[config.mk]
export PLATFORM = sky130hd
export DESIGN_NAME = motor_step_scheduler
export DESIGN_NICKNAME = d
export VERILOG_FILES = /design/src/rtl/motor_sched_pkg.sv /design/src/rtl/motor_step_scheduler_pick.sv /design/src/rtl/motor_step_scheduler.sv
export SDC_FILE = /design/constraint.sdc
export NUM_CORES = 1
export LEC_CHECK = 0
export CAP_MARGIN = 20
export CORE_AREA = 8 8 187 100
export CTS_CLUSTER_DIAMETER = 50
export DETAILED_ROUTE_END_ITERATION = 7
export DIE_AREA = 0 0 195 108
export PLACE_DENSITY = 0.77
export SLEW_MARGIN = 10
export SYNTH_ARGS = -nofsm -noshare
export SYNTH_HDL_FRONTEND = slang
export SYNTH_SLANG_ARGS = --single-unit
export TNS_END_PERCENT = 30
[constraint.sdc]
create_clock -name clk -period 7.4 [get_ports clk]
set_input_delay 1.48 -clock clk [delete_from_list [all_inputs] [get_ports clk]]
set_output_delay 1.48 -clock clk [all_outputs]
set_load 0.01 [all_outputs]
[src/rtl/motor_sched_pkg.sv]
// Shared constants, FSM state type and BCD conversion for the motor step scheduler.
package motor_sched_pkg;

  localparam int NUM_MOTORS = 6;
  localparam int POS_W = 10;
  localparam logic [2:0] NO_MOTOR = 3'b111;

  typedef enum logic [1:0] {
    IDLE,
    SELECT,
    STEP,
    WAIT
  } state_t;

  // Three BCD digits (tens, units, tenths) to a 0-999 step count.
  function automatic logic [POS_W-1:0] bcd3_to_bin(input logic [3:0] d0,
                                                   input logic [3:0] d1,
                                                   input logic [3:0] d2);
    logic [POS_W-1:0] r;
    r = ({6'd0, d0} * 10'd100) + ({6'd0, d1} * 10'd10) + {6'd0, d2};
    return r;
  endfunction

endpackage

[src/rtl/motor_step_scheduler_pick.sv]
// Combinational round-robin picker: first pending motor after ptr, wrapping 5 -> 0.
module motor_rr_pick
  import motor_sched_pkg::*;
(
  input  logic [NUM_MOTORS-1:0] pending,
  input  logic [2:0]            ptr,
  output logic [2:0]            grant,
  output logic                  found
);

  logic [2:0]            cand [NUM_MOTORS];
  logic [NUM_MOTORS-1:0] hit;

  genvar gi;
  generate
    for (gi = 0; gi < NUM_MOTORS; gi++) begin : g_cand
      logic [3:0] sum;
      assign sum      = {1'b0, ptr} + 4'(gi + 1);
      assign cand[gi] = (sum >= 4'(NUM_MOTORS)) ? 3'(sum - 4'(NUM_MOTORS)) : sum[2:0];
      assign hit[gi]  = pending[cand[gi]];
    end
  endgenerate

  // Lowest offset with a pending motor wins (scan from the far end so it overwrites last).
  always_comb begin
    grant = NO_MOTOR;
    found = 1'b0;
    for (int k = NUM_MOTORS - 1; k >= 0; k--) begin
      if (hit[k]) begin
        grant = cand[k];
        found = 1'b1;
      end
    end
  end

endmodule

[src/rtl/motor_step_scheduler.sv]
// Six-motor step scheduler: BCD setpoint intake, target/position tables and a
// shared step generator granted to pending motors in round-robin bursts.
// Optional soft travel limit clamping enabled by defining MOTOR_SCHED_LIMIT_EN.
module motor_step_scheduler
  import motor_sched_pkg::*;
#(
  parameter int STEP_DIV = 8,
  parameter int BURST    = 4,
  parameter int LIMIT    = 900
) (
  input  logic              clk,
  input  logic              rst,
  input  logic              cmd_valid,
  input  logic [2:0]        cmd_motor,
  input  logic [3:0]        cmd_d0,
  input  logic [3:0]        cmd_d1,
  input  logic [3:0]        cmd_d2,
  output logic              cmd_err,
  output logic              cmd_clamped,
  input  logic [2:0]        rd_motor,
  output logic [POS_W-1:0]  rd_pos,
  output logic [NUM_MOTORS-1:0] step,
  output logic              dir,
  output logic              busy,
  output logic [2:0]        active_motor,
  output logic              arrive
);

  localparam int WAIT_W  = $clog2(STEP_DIV);
  localparam int BURST_W = $clog2(BURST + 1);
  localparam logic [WAIT_W-1:0]  WAIT_LOAD = WAIT_W'(STEP_DIV - 2);
  localparam logic [BURST_W-1:0] BURST_MAX = BURST_W'(BURST);

  if (STEP_DIV < 2 || BURST < 1 || LIMIT < 0 || LIMIT > 999) begin : g_param_check
    $error("motor_step_scheduler: illegal parameter value");
  end

  logic [POS_W-1:0]      target_reg [NUM_MOTORS];
  logic [POS_W-1:0]      pos_reg    [NUM_MOTORS];
  logic [NUM_MOTORS-1:0] pending;

  state_t               state_reg, state_next;
  logic [2:0]           rr_reg, active_reg;
  logic [BURST_W-1:0]   burst_reg;
  logic [WAIT_W-1:0]    wait_reg;
  logic                 arrive_reg, cmd_err_reg, cmd_clamped_reg;
  logic [POS_W-1:0]     rd_pos_reg;

  logic [2:0]           pick_grant;
  logic                 pick_found;
  logic [POS_W-1:0]     act_pos, act_tgt, act_pos_next;
  logic                 act_pending, act_up, fire, keep_going;
  logic                 cmd_bad;
  logic [POS_W-1:0]     cmd_value, cmd_store;

  // ---------------- command decode ----------------
  assign cmd_bad   = (cmd_motor > 3'd5) || (cmd_d0 > 4'd9) || (cmd_d1 > 4'd9) || (cmd_d2 > 4'd9);
  assign cmd_value = bcd3_to_bin(cmd_d0, cmd_d1, cmd_d2);

`ifdef MOTOR_SCHED_LIMIT_EN
  localparam logic [POS_W-1:0] LIMIT_STEPS = POS_W'(LIMIT);
  logic cmd_over;
  assign cmd_over  = cmd_value > LIMIT_STEPS;
  assign cmd_store = cmd_over ? LIMIT_STEPS : cmd_value;

  // Clamp notification, suppressed when the command is rejected outright.
  always_ff @(posedge clk) begin
    if (rst) cmd_clamped_reg <= 1'b0;
    else     cmd_clamped_reg <= cmd_valid && !cmd_bad && cmd_over;
  end
`else
  assign cmd_store = cmd_value;

  // No clamping in this build; the flag never rises.
  always_ff @(posedge clk) begin
    cmd_clamped_reg <= 1'b0;
  end
`endif

  // Rejection pulse one cycle after the offending commit.
  always_ff @(posedge clk) begin
    if (rst) cmd_err_reg <= 1'b0;
    else     cmd_err_reg <= cmd_valid && cmd_bad;
  end

  // ---------------- active-motor view ----------------
  assign act_pos      = (active_reg < 3'd6) ? pos_reg[active_reg]    : '0;
  assign act_tgt      = (active_reg < 3'd6) ? target_reg[active_reg] : '0;
  assign act_pending  = act_pos != act_tgt;
  assign act_up       = act_tgt > act_pos;
  assign act_pos_next = act_up ? act_pos + 10'd1 : act_pos - 10'd1;
  assign fire         = (state_reg == STEP) && act_pending;
  assign keep_going   = (burst_reg < BURST_MAX) && act_pending;

  // ---------------- per-motor tables ----------------
  genvar gi;
  generate
    for (gi = 0; gi < NUM_MOTORS; gi++) begin : g_motor
      assign pending[gi] = pos_reg[gi] != target_reg[gi];
      assign step[gi]    = fire && (active_reg == 3'(gi));

      // Target written by commits; position moves one step toward target when fired.
      always_ff @(posedge clk) begin
        if (rst) begin
          target_reg[gi] <= '0;
          pos_reg[gi]    <= '0;
        end else begin
          if (cmd_valid && !cmd_bad && (cmd_motor == 3'(gi))) target_reg[gi] <= cmd_store;
          if (fire && (active_reg == 3'(gi))) pos_reg[gi] <= act_pos_next;
        end
      end
    end
  endgenerate

  motor_rr_pick u_pick (
    .pending (pending),
    .ptr     (rr_reg),
    .grant   (pick_grant),
    .found   (pick_found)
  );

  // State register.
  always_ff @(posedge clk) begin
    if (rst) state_reg <= IDLE;
    else     state_reg <= state_next;
  end

  // Next-state logic.
  always_comb begin
    state_next = state_reg;
    case (state_reg)
      IDLE:    if (|pending) state_next = SELECT;
      SELECT:  state_next = pick_found ? STEP : IDLE;
      STEP:    state_next = act_pending ? WAIT : IDLE;
      WAIT:    if (wait_reg == '0) state_next = keep_going ? STEP : IDLE;
      default: state_next = IDLE;
    endcase
  end

  // Grant, burst count, step-period timer and arrival pulse.
  always_ff @(posedge clk) begin
    if (rst) begin
      rr_reg     <= 3'd5;
      active_reg <= NO_MOTOR;
      burst_reg  <= '0;
      wait_reg   <= '0;
      arrive_reg <= 1'b0;
    end else begin
      arrive_reg <= 1'b0;
      case (state_reg)
        SELECT: begin
          if (pick_found) begin
            active_reg <= pick_grant;
            rr_reg     <= pick_grant;
            burst_reg  <= '0;
          end
        end
        STEP: begin
          if (act_pending) begin
            burst_reg  <= burst_reg + 1'b1;
            wait_reg   <= WAIT_LOAD;
            arrive_reg <= act_pos_next == act_tgt;
          end else begin
            active_reg <= NO_MOTOR;
          end
        end
        WAIT: begin
          if (wait_reg != '0) wait_reg <= wait_reg - 1'b1;
          else if (!keep_going) active_reg <= NO_MOTOR;
        end
        default: ;
      endcase
    end
  end

  // Registered position readback.
  always_ff @(posedge clk) begin
    if (rst)                  rd_pos_reg <= '0;
    else if (rd_motor < 3'd6) rd_pos_reg <= pos_reg[rd_motor];
    else                      rd_pos_reg <= '0;
  end

  assign dir          = fire && act_up;
  assign busy         = state_reg != IDLE;
  assign active_motor = active_reg;
  assign arrive       = arrive_reg;
  assign cmd_err      = cmd_err_reg;
  assign cmd_clamped  = cmd_clamped_reg;
  assign rd_pos       = rd_pos_reg;

endmodule

==> results.txt, run 1 <==
Layout cell share with drive strength beyond 1: 11.5%
Reg power frac: 25.6%
Syn Nets: 1,003
Final wirelength: 31.3 mm
Worst setup path category: reg -> reg
Max-Cap Viols: 0
Die Span Y: 108 um
Syn avg cell area: 10.7 um^2
Non-filler instance count after layout: 1,186
Synth Area in XOR/XNOR: 8.17%
Hold/Removal Path Class: reg -> reg
Clk_lat worst skew: 440 ps
CP max-delay cell: dfxtp_2
Max VDD drop: 713 uV
Internal power: 0.00217 W
Post-route DRC: 0
Starting Density: 61.2%
Fillers: 1,205
Overflow after GRT: 0
Die Wd: 195 um
Asr flop ratio synth: 0%
Die Footprint: 0.0211 mm^2
Post-DP HPWL: 24.0 mm
Max Fanout on Critical Path: 21
Mapped cell area: 0.00980 mm^2
Area grow syn2layout: 12.1%
Post-route ant nets: 0
Largest family of logic cells by synthesized area: simple AND/OR/NAND/NOR gates
Vias in the first global route: 7,131
Diode count: 0
Final setup vio count: 0
Sw Ratio: 46.9%
Combinational share of power: 53.7%
First-pass GRT wire length: 45.9 mm
PD cells: 371 mW/mm^2
Via-to-Cell Ratio: 6.59
Syn Inst Count: 918
Core area: 0.0160 mm^2
Status: finished clean
Highest cell delay on the worst timing path: 810 ps
Synth Flop Type: edfxtp_1
Pre-Repair DR Iteration Count: 6
CTS Hold Bufs: 0
CTS tree: done
Final min period: 6320 ps
Simple-gate share of the synthesized area: 16.5%
Req. time, crit path: 7740 ps
Port bufs: 43
Area share of fa/ha/maj cells after synthesis: 8.63%
Row cnt: 33
Iter 0 DRT Violations: 1,275
Synth Warn #: 0
Core Util, Final: 68.6%
RSZ-0062 raised after global routing: false
Slew margin rel.: 23.2%
CP arrival: 6660 ps
Clock buffer count from CTS: 17
Max Fclk: 0.158 GHz
Commonest non-fill, non-tap cells in the layout: nor2_1, edfxtp_1, nand2_1, ha_1, xor2_1
Share of the clock period used by the worst path: 85.4%
H-tree depth: 4
Skew final: 16.0 ps
GRT Overall Usage: 29.7%
Post-synthesis compound-gate area fraction: 10.2%
Unique masters post-synth: 82
Leakage: 4.45 nW
Seq/Total Area, Yosys: 42.7%
CTS Root Cell: clkbuf_16
Via count: 7,818
Most common cell after layout, fill and taps aside: nor2_1
Number of synthesized register bits: 149
Hold Vio Cnt, Final: 0
CTS Buffer Depth: 2
Final setup TNS: 0 ps
Clk pin slew, worst setup/hold paths: 70 ps
Maximum number of pins on one net before global-route repair: 42
Clk sinks: 149
Final Max Tran Viols: 0
Crit. End Element: flop
Initial antenna violation count: 0
IO Count: 45
Post-CTS sizing: 0
Multiplexer area fraction after synthesis: 10.3%
Nature of the critical path startpoint: flop
Power, Total: 0.00408 W
Routed wire length per instance: 26.4 um
Crit-path cells: buf_4 > mux2i_1 > nand2_1 > o211ai_1 > ha_1 > nor2b_1 > o21a_1 > o21ai_0 > a21oi_1 > o221ai_1 > nor2_1 > inv_1 > ha_1 > nor2b_1 > o21a_1 > o21ai_1 > a21oi_1 > o21ai_0 > nand2b_1 > xnor2_1 > xnor2_1 > nor4_2
Post CTS Setup Buffer Count: 0
Post-placement cell count: 1,153
Switch Pwr: 0.00191 W
Clock share of power: 20.7%
Final-stage net count: 1,048
Post-synth EDFFs: 120
Placer Congestion: 1.05
Worst-Margin Slew: 1150 ps
-- metrics by stage --
stage          hold slack, ps  cell area (um^2)  setup slack [ps]
6_report                  476             11000              1080
5_1_grt                   507             11000               797
4_1_cts                   480             11000              1310
3_5_place_dp              471             10400              1380
3_3_place_gp              463             10400              1560
2_1_floorplan             452              9800              2210
-- cell usage after synthesis (6+ instances only) --
master | count | area, um^2
nor2_1 | 172 | 646
edfxtp_1 | 120 | 3600
ha_1 | 58 | 726
nand2_1 | 58 | 218
xor2_1 | 52 | 455
inv_1 | 44 | 165
xnor2_1 | 33 | 289
mux2i_1 | 31 | 310
dfxtp_1 | 29 | 581
mux4_2 | 28 | 631
a21oi_1 | 23 | 115
nand3_1 | 22 | 110
o21ai_0 | 22 | 110
a211oi_1 | 19 | 143
nand4_1 | 19 | 119
nor3_1 | 15 | 75.1
o211ai_1 | 15 | 113
clkbuf_1 | 14 | 52.6
nor4_2 | 9 | 113
nor2b_1 | 8 | 50.1
or2_2 | 8 | 50.1
buf_2 | 6 | 30.0
fa_1 | 6 | 120
-- power groups by stage --
stage | clock [W] | combinational (W) | sequential (W)
global route | 0.000871 | 0.00228 | 0.00105
floorplan | 0 | 0.00140 | 0.00101
global placement | 0 | 0.00203 | 0.00106
detailed placement | 0 | 0.00202 | 0.00106
finish | 0.000845 | 0.00219 | 0.00104
CTS | 0.000842 | 0.00204 | 0.00104
-- layout make-up --
| class | count | area (um^2) | area share, % |
|---|---|---|---|
| well taps | 210 | 263 | 2.39 |
| multi-input cells | 691 | 5260 | 47.9 |
| clock buffers | 19 | 433 | 3.94 |
| clock inverters | 13 | 123 | 1.12 |
| inverters | 46 | 173 | 1.57 |
| flip-flops and latches | 149 | 4190 | 38.1 |
| repair buffers | 58 | 543 | 4.94 |
-- per-layer routing --
layer | GRT usage, % | vias up | routed length [um]
li1 | - | 3438 | -
met4 | 7.10 | 2 | 466
met3 | 14.6 | 54 | 5500
met1 | 44.5 | 3714 | 13700
met5 | 0 | - | 53
met2 | 37.0 | 610 | 11600
-- cell families after synthesis --
| logic type | Yosys count |
|---|---|
| compound gates | 133 |
| xor+xnor | 88 |
| fa+ha+maj | 64 |
| buf+inv | 78 |
| flops | 149 |
| mux | 63 |
| other cells | 1 |
| simple gates | 342 |
-- worst max-delay path: cells and delay by family, from the launching register on --
kind                     cells  cell delay [ps]
AND/OR/NAND/NOR              6              950
buffers and inverters        2              770
AO/OA/AOI/OAI                9             1740
adder cells (fa/ha/maj)      2              710
flip-flops                   1              810
XOR/XNOR                     2              920
multiplexers                 1              300
-- final timing paths --
check	from	to	slack, ps	cells past startpoint
worst max register to register	flop	arrive	1080	22
worst min-delay path	burst_reg[1]	burst_reg[1]	480	2
worst max-delay path	flop	arrive	1080	22
worst min register to register	burst_reg[1]	burst_reg[1]	480	2
(Power assumes the default switching activity.)
==> inputs of run 2 (changes only) <==
--- a/config.mk
+++ b/config.mk
@@ -6,10 +6,10 @@
 export NUM_CORES = 1
 export LEC_CHECK = 0
 export CAP_MARGIN = 20
-export CORE_AREA = 8 8 187 100
+export CORE_AREA = 2 2 181 94
 export CTS_CLUSTER_DIAMETER = 50
 export DETAILED_ROUTE_END_ITERATION = 7
-export DIE_AREA = 0 0 195 108
+export DIE_AREA = 0 0 183 96
 export PLACE_DENSITY = 0.77
 export SLEW_MARGIN = 10
 export SYNTH_ARGS = -nofsm -noshare
==> constraint.sdc (replaced) <==
create_clock -name clk -period 6 [get_ports clk]
set_input_delay 1.2 -clock clk [delete_from_list [all_inputs] [get_ports clk]]
set_output_delay 1.2 -clock clk [all_outputs]
set_load 0.01 [all_outputs]
==> results.txt, run 2 (same netlist as run 1, synthesis figures left out) <==
Status: finished clean (unchanged)
Combinational share of power: 54.4% (was 53.7%)
Reg power frac: 24.4% (was 25.6%)
Commonest non-fill, non-tap cells in the layout: nor2_1, edfxtp_1, nand2_1, ha_1, xor2_1 (unchanged)
Port bufs: 43 (unchanged)
GRT Overall Usage: 38.1% (was 29.7%)
PD cells: 472 mW/mm^2 (was 371 mW/mm^2)
Routed wire length per instance: 26.3 um (was 26.4 um)
Post-placement cell count: 1,161 (was 1,153)
Switch Pwr: 0.00239 W (was 0.00191 W)
Post CTS Setup Buffer Count: 0 (unchanged)
Critical Path End: step[4] (was arrive)
Non-filler instance count after layout: 1,193 (was 1,186)
Diode count: 0 (unchanged)
Die Footprint: 0.0176 mm^2 (was 0.0211 mm^2)
Share of the clock period used by the worst path: 92.8%
Worst setup path category: reg -> out (was reg -> reg)
Final min period: 5570 ps
R2r worst-path depth: 22 (unchanged)
Internal power: 0.00285 W (was 0.00217 W)
Layout cell share with drive strength beyond 1: 12.1% (was 11.5%)
Clock buffer count from CTS: 17 (unchanged)
CTS tree: done (unchanged)
Power, Total: 0.00524 W (was 0.00408 W)
Post-route ant nets: 0 (unchanged)
Skew final: 12.1 ps (was 16.0 ps)
FF-to-FF End: arrive (unchanged)
H-tree depth: 4 (unchanged)
Post-CTS sizing: 0 (unchanged)
Row cnt: 33 (unchanged)
Max-Cap Viols: 0 (unchanged)
Hold_ws: 473 ps (was 476 ps)
Final-stage net count: 1,055 (was 1,048)
Req. time, crit path: 4800 ps (was 7740 ps)
First-pass GRT wire length: 46.8 mm (was 45.9 mm)
Crit. End Element: output port (was flop)
Post-route DRC: 0 (unchanged)
CP dominant cell by count: nor2_1
CTS Hold Bufs: 0 (unchanged)
Highest cell delay on the worst timing path: 640 ps (was 810 ps)
Max Fanout on Critical Path: 20 (was 21)
Clk pin slew, worst setup/hold paths: 70 ps (about the same)
Max VDD drop: 673 uV (was 713 uV)
Iter 0 DRT Violations: 1,274 (was 1,275)
Max Fclk: 0.180 GHz
CTS Buffer Depth: 2 (unchanged)
Fillers: 1,209 (was 1,205)
Final Max Tran Viols: 0 (unchanged)
Worst R2R Setup Slack: 490 ps (was 1080 ps)
Hold/Removal Path Class: reg -> reg (unchanged)
Nature of the critical path startpoint: flop (unchanged)
Leakage: 4.51 nW (was 4.45 nW)
CTS Root Cell: clkbuf_16 (unchanged)
Largest delay share family, worst path: simple AND/OR/NAND/NOR gates (was compound AO/OA/AOI/OAI gates)
Die Wd: 183 um (was 195 um)
Crit-path cells: buf_4 > mux2i_1 > a211oi_1 > ha_1 > nand3_1 > nor3_1 > or2_2 > nor2_1 > nand2_1 > nor2_1 > clkdlybuf4s50_1 (was buf_4 > mux2i_1 > nand2_1 > o211ai_1 > ha_1 > nor2b_1 > o21a_1 > o21ai_0 > a21oi_1 > o221ai_1 > nor2_1 > inv_1 > ha_1 > nor2b_1 > o21a_1 > o21ai_1 > a21oi_1 > o21ai_0 > nand2b_1 > xnor2_1 > xnor2_1 > nor4_2)
Final wirelength: 31.4 mm (was 31.3 mm)
Overflow after GRT: 0 (unchanged)
Slew margin rel.: 32.4% (was 23.2%)
Via-to-Cell Ratio: 6.67 (was 6.59)
Final setup TNS: 0 ps (unchanged)
Most common cell after layout, fill and taps aside: nor2_1 (unchanged)
Post-DP HPWL: 24.5 mm (was 24.0 mm)
Worst-Margin Slew: 1010 ps (was 1150 ps)
Via count: 7,958 (was 7,818)
Placer Congestion: 1.03 (was 1.05)
Initial antenna violation count: 1 (was 0)
RSZ-0062 raised after global routing: false (unchanged)
Final setup vio count: 0 (unchanged)
Clk sinks: 149 (unchanged)
Hold Vio Cnt, Final: 0 (unchanged)
Core area: 0.0160 mm^2 (unchanged)
IO Count: 45 (unchanged)
CP max-delay cell: a211oi_1 (was dfxtp_2)
Vias in the first global route: 7,171 (was 7,131)
Sw Ratio: 45.6% (was 46.9%)
Maximum number of pins on one net before global-route repair: 42 (unchanged)
Clk_lat worst skew: 440 ps (about the same)
CP arrival: 4370 ps (was 6660 ps)
Die Span Y: 96 um (was 108 um)
Area grow syn2layout: 13.1% (was 12.1%)
Stages on the worst setup path: 11 (was 22)
Crit path buf inv count: 2 (unchanged)
Clock share of power: 21.2% (was 20.7%)
Starting Density: 61.2% (unchanged)
Pre-Repair DR Iteration Count: 6 (unchanged)
==> run 2: cell count changes in the layout (fill, tap and decap cells not counted), sizes merged <==
| cell | delta |
|---|---|
| clkinv | +1 |
| buf | +7 |
| bufinv | +2 |
| clkinvlp | -1 |
| clkbuf | -2 |
==> run 2: worst min path at each step <==
stage                            start      endpoint  slack, ps  cells past startpoint
after floorplan           burst_reg[1]  burst_reg[1]        450                      2
after global placement    burst_reg[1]  burst_reg[1]        460                      2
after detailed placement  burst_reg[1]  burst_reg[1]        460                      2
after CTS                 burst_reg[1]  burst_reg[1]        470                      2
after global routing      burst_reg[1]  burst_reg[1]        500                      2
final                     burst_reg[1]  burst_reg[1]        470                      2
==> run 2: stage by stage <==
step                utilization [%]  worst slack (ps)  area [um^2]
CTS                            69.2               319        11100
global placement               65.4               488        10500
detailed placement             65.4               508        10500
floorplan                         -               813         9800
global route                   69.2               192        11100
finish                         69.2               430        11100
==> run 2: routing by layer <==
layer	part of all wire [%]	wire, um	track usage [%]	vias up
met4	1.8	579	9.73	0
li1	-	-	-	3460
met1	44	13600	57.7	3770
met5	0	0	0	-
met3	18	5730	17.4	60
met2	36	11400	48.0	668
==> run 2: power by group through the flow <==
stage | sequential (W) | combinational (W) | clock [W]
6_report | 0.00128 | 0.00285 | 0.00111
5_1_grt | 0.00128 | 0.00296 | 0.00115
4_1_cts | 0.00127 | 0.00269 | 0.00111
3_5_place_dp | 0.00129 | 0.00267 | 0
3_3_place_gp | 0.00129 | 0.00266 | 0
2_1_floorplan | 0.00125 | 0.00172 | 0
==> run 2: final cells by class <==
class | count | area (um^2) | share of cell area, %
clock buffer | 17 | 425 | 3.84
clock inverter | 15 | 178 | 1.60
inverter | 46 | 173 | 1.56
multi-input combinational | 691 | 5260 | 47.5
sequential | 149 | 4190 | 37.8
tap | 210 | 263 | 2.37
timing repair buffer | 65 | 596 | 5.37
==> run 2: worst register-to-register path, stage by stage, from the launching register on <==
cell      delay [ps]
dfxtp_1          560
buf_4            300
mux2_1           180
mux2i_1          100
o31ai_4          640
ha_1             270
nor2b_1           50
o21a_1           170
o21ai_0          170
a21oi_1           90
o221ai_1         330
nor2_1           170
inv_1            300
ha_1             370
nor2b_1          170
o21a_1           180
o21ai_1          170
a21oi_1          100
a211o_1          300
xnor2_1          150
nor4_1           250
nand3_1          150
nor4_2           250
==> inputs of run 3 (changes only) <==
--- a/config.mk
+++ b/config.mk
@@ -6,11 +6,13 @@
 export NUM_CORES = 1
 export LEC_CHECK = 0
 export CAP_MARGIN = 20
-export CORE_AREA = 2 2 181 94
+export CORE_AREA = 2 2 177 92
 export CTS_CLUSTER_DIAMETER = 50
 export DETAILED_ROUTE_END_ITERATION = 7
-export DIE_AREA = 0 0 183 96
-export PLACE_DENSITY = 0.77
+export DIE_AREA = 0 0 179 94
+export DONT_BUFFER_PORTS = 1
+export HOLD_SLACK_MARGIN = 0.03
+export PLACE_DENSITY = 0.76
 export SLEW_MARGIN = 10
 export SYNTH_ARGS = -nofsm -noshare
 export SYNTH_HDL_FRONTEND = slang
==> results.txt, run 3 (same netlist as run 1, synthesis figures left out) <==
Hold/Removal Path Class: reg -> reg (unchanged)
Overflow after GRT: 0 (unchanged)
Clk_lat worst skew: 440 ps (about the same)
Final wirelength: 29.0 mm (was 31.4 mm)
Leakage: 4.32 nW (was 4.51 nW)
Area grow syn2layout: 8.10% (was 13.1%)
Layout cell share with drive strength beyond 1: 12.7% (was 12.1%)
Iter 0 DRT Violations: 1,037 (was 1,274)
Diode count: 0 (unchanged)
Req. time, crit path: 6350 ps (was 4800 ps)
Final setup TNS: 0 ps (unchanged)
PD cells: 459 mW/mm^2 (was 472 mW/mm^2)
Hold path depth: 2 (unchanged)
R2r worst-path depth: 19 (was 22)
Placer Congestion: 0.989 (was 1.03)
Via-to-Cell Ratio: 6.64 (was 6.67)
RSZ-0062 raised after global routing: false (unchanged)
Hold Vio Cnt, Final: 0 (unchanged)
CTS tree: done (unchanged)
Clk pin slew, worst setup/hold paths: 60 ps (was 70 ps)
Vias in the first global route: 7,263 (was 7,171)
Final setup vio count: 0 (unchanged)
Min-Delay Endpoint: burst_reg[1] (unchanged)
Skew final: 15.5 ps (was 12.1 ps)
Initial antenna violation count: 0 (was 1)
Status: finished clean (unchanged)
Routed wire length per instance: 25.4 um (was 26.3 um)
Final Max Tran Viols: 0 (unchanged)
GRT Overall Usage: 37.0% (was 38.1%)
IO Count: 45 (unchanged)
Share of the clock period used by the worst path: 88.8% (was 92.8%)
Worst setup path category: reg -> reg (was reg -> out)
First-pass GRT wire length: 43.9 mm (was 46.8 mm)
Starting Density: 64.6% (was 61.2%)
Core Util, Final: 69.8% (was 69.2%)
Worst-Margin Slew: 831 ps (was 1010 ps)
CTS Buffer Depth: 2 (unchanged)
Max VDD drop: 396 uV (was 673 uV)
Slew margin rel.: 44.3% (was 32.4%)
CTS Root Cell: clkbuf_16 (unchanged)
Final min period: 5330 ps (was 5570 ps)
Die Footprint: 0.0168 mm^2 (was 0.0176 mm^2)
Worst Hold Launch: burst_reg[1] (unchanged)
Die Span Y: 94 um (was 96 um)
Nature of the critical path startpoint: flop (unchanged)
Most common cell after layout, fill and taps aside: nor2_1 (unchanged)
Worst R2R Setup Slack: 670 ps (was 490 ps)
Post-route ant nets: 0 (unchanged)
Port bufs: 0 (was 43)
Core area: 0.0152 mm^2 (was 0.0160 mm^2)
Clock buffer count from CTS: 17 (unchanged)
Commonest non-fill, non-tap cells in the layout: nor2_1, edfxtp_1, nand2_1, ha_1, xor2_1 (unchanged)
Crit. End Element: flop (was output port)
Max Fclk: 0.188 GHz (was 0.180 GHz)
CTS Hold Bufs: 0 (unchanged)
Maximum number of pins on one net before global-route repair: 39 (was 42)
FF-to-FF End: arrive (unchanged)
Max-Cap Viols: 0 (unchanged)
H-tree depth: 4 (unchanged)
Via count: 7,583 (was 7,958)
Post-DP HPWL: 22.3 mm (was 24.5 mm)
Pre-Repair DR Iteration Count: 5 (was 6)
Die Wd: 179 um (was 183 um)
Row cnt: 32 (was 33)
Max Fanout on Critical Path: 19 (was 20)
Clk sinks: 149 (unchanged)
Final-stage net count: 1,010 (was 1,055)
Post-route DRC: 0 (unchanged)
CP arrival: 5680 ps (was 4370 ps)
## run 3: cell count changes in the layout (fill, tap and decap cells not counted)
cell	before	now
inv_6	3	4
clkdlybuf4s50_1	43	0
clkinv_1	4	2
clkinv_8	0	1
clkinv_4	3	4
buf_4	22	20
inv_8	1	3
bufinv_16	3	0
## run 3: layout make-up
class	count	area, um^2
Clock inverter	15	136
Clock buffer	17	425
Timing Repair Buffer	20	150
Inverter	46	173
Tap cell	204	255
Multi-Input combinational cell	691	5260
Sequential cell	149	4190
Fill cell	1123	4580
## run 3: power by group
group | switching (W) | total, W | internal (W)
registers | 0.000104 | 0.00128 | 0.00118
clock network | 0.000488 | 0.00103 | 0.000546
logic | 0.00163 | 0.00255 | 0.000918
## run 3: timing repair
action | 4_1_cts | 5_1_grt
setup endpoints to repair | 0 | 1
resized for setup | 0 | 1
hold endpoints to repair | 0 | 0
buffers inserted | 0 | 0
## run 3: worst max-delay path, stage by stage, from the launching register on
cell and delay (ps):
dfxtp_4 580, mux4_2 550, o211ai_1 450, ha_1 350, nor2b_1 140, o21a_1 150
o21ai_0 140, a21oi_1 100, o221ai_1 260, nor2_1 150, inv_1 270, ha_1 360
a21oi_1 170, nor2b_1 80, a41oi_4 240, a21oi_2 100, a21oi_1 170, xor2_1 670
xnor2_1 170, nor4_2 150
## run 3: metrics by stage
stage | area [um^2] | worst slack, ps | instances | power (W) | hold slack [ps]
3_3_place_gp | 10000 | 677 | 1110 | 0.00371 | 455
6_report | 10600 | 671 | 1142 | 0.00487 | 472
5_1_grt | 10600 | 213 | 1142 | 0.00508 | 510
4_1_cts | 10600 | 542 | 1142 | 0.00478 | 477
3_5_place_dp | 10000 | 576 | 1110 | 0.00376 | 468
2_1_floorplan | 9800 | 813 | 918 | 0.00297 | 452
## run 3: per-layer routing
metal | up-vias | part of all wire, % | track usage, % | wire length [um]
li1 | 3356 | - | - | -
met1 | 3683 | 42 | 53.0 | 12300
met2 | 498 | 42 | 53.7 | 12200
met3 | 46 | 13 | 11.6 | 3860
met4 | 0 | 2.3 | 11.3 | 671
met5 | - | 0 | 0 | 0
## run 3: worst max path at each step
stage	startpoint	to	slack [ps]
2_1_floorplan	flop	arrive	810
3_3_place_gp	flop	pos_reg[3][7]	680
3_5_place_dp	flop	arrive	580
4_1_cts	flop	arrive	540
5_1_grt	flop	arrive	210
6_report	flop	arrive	670
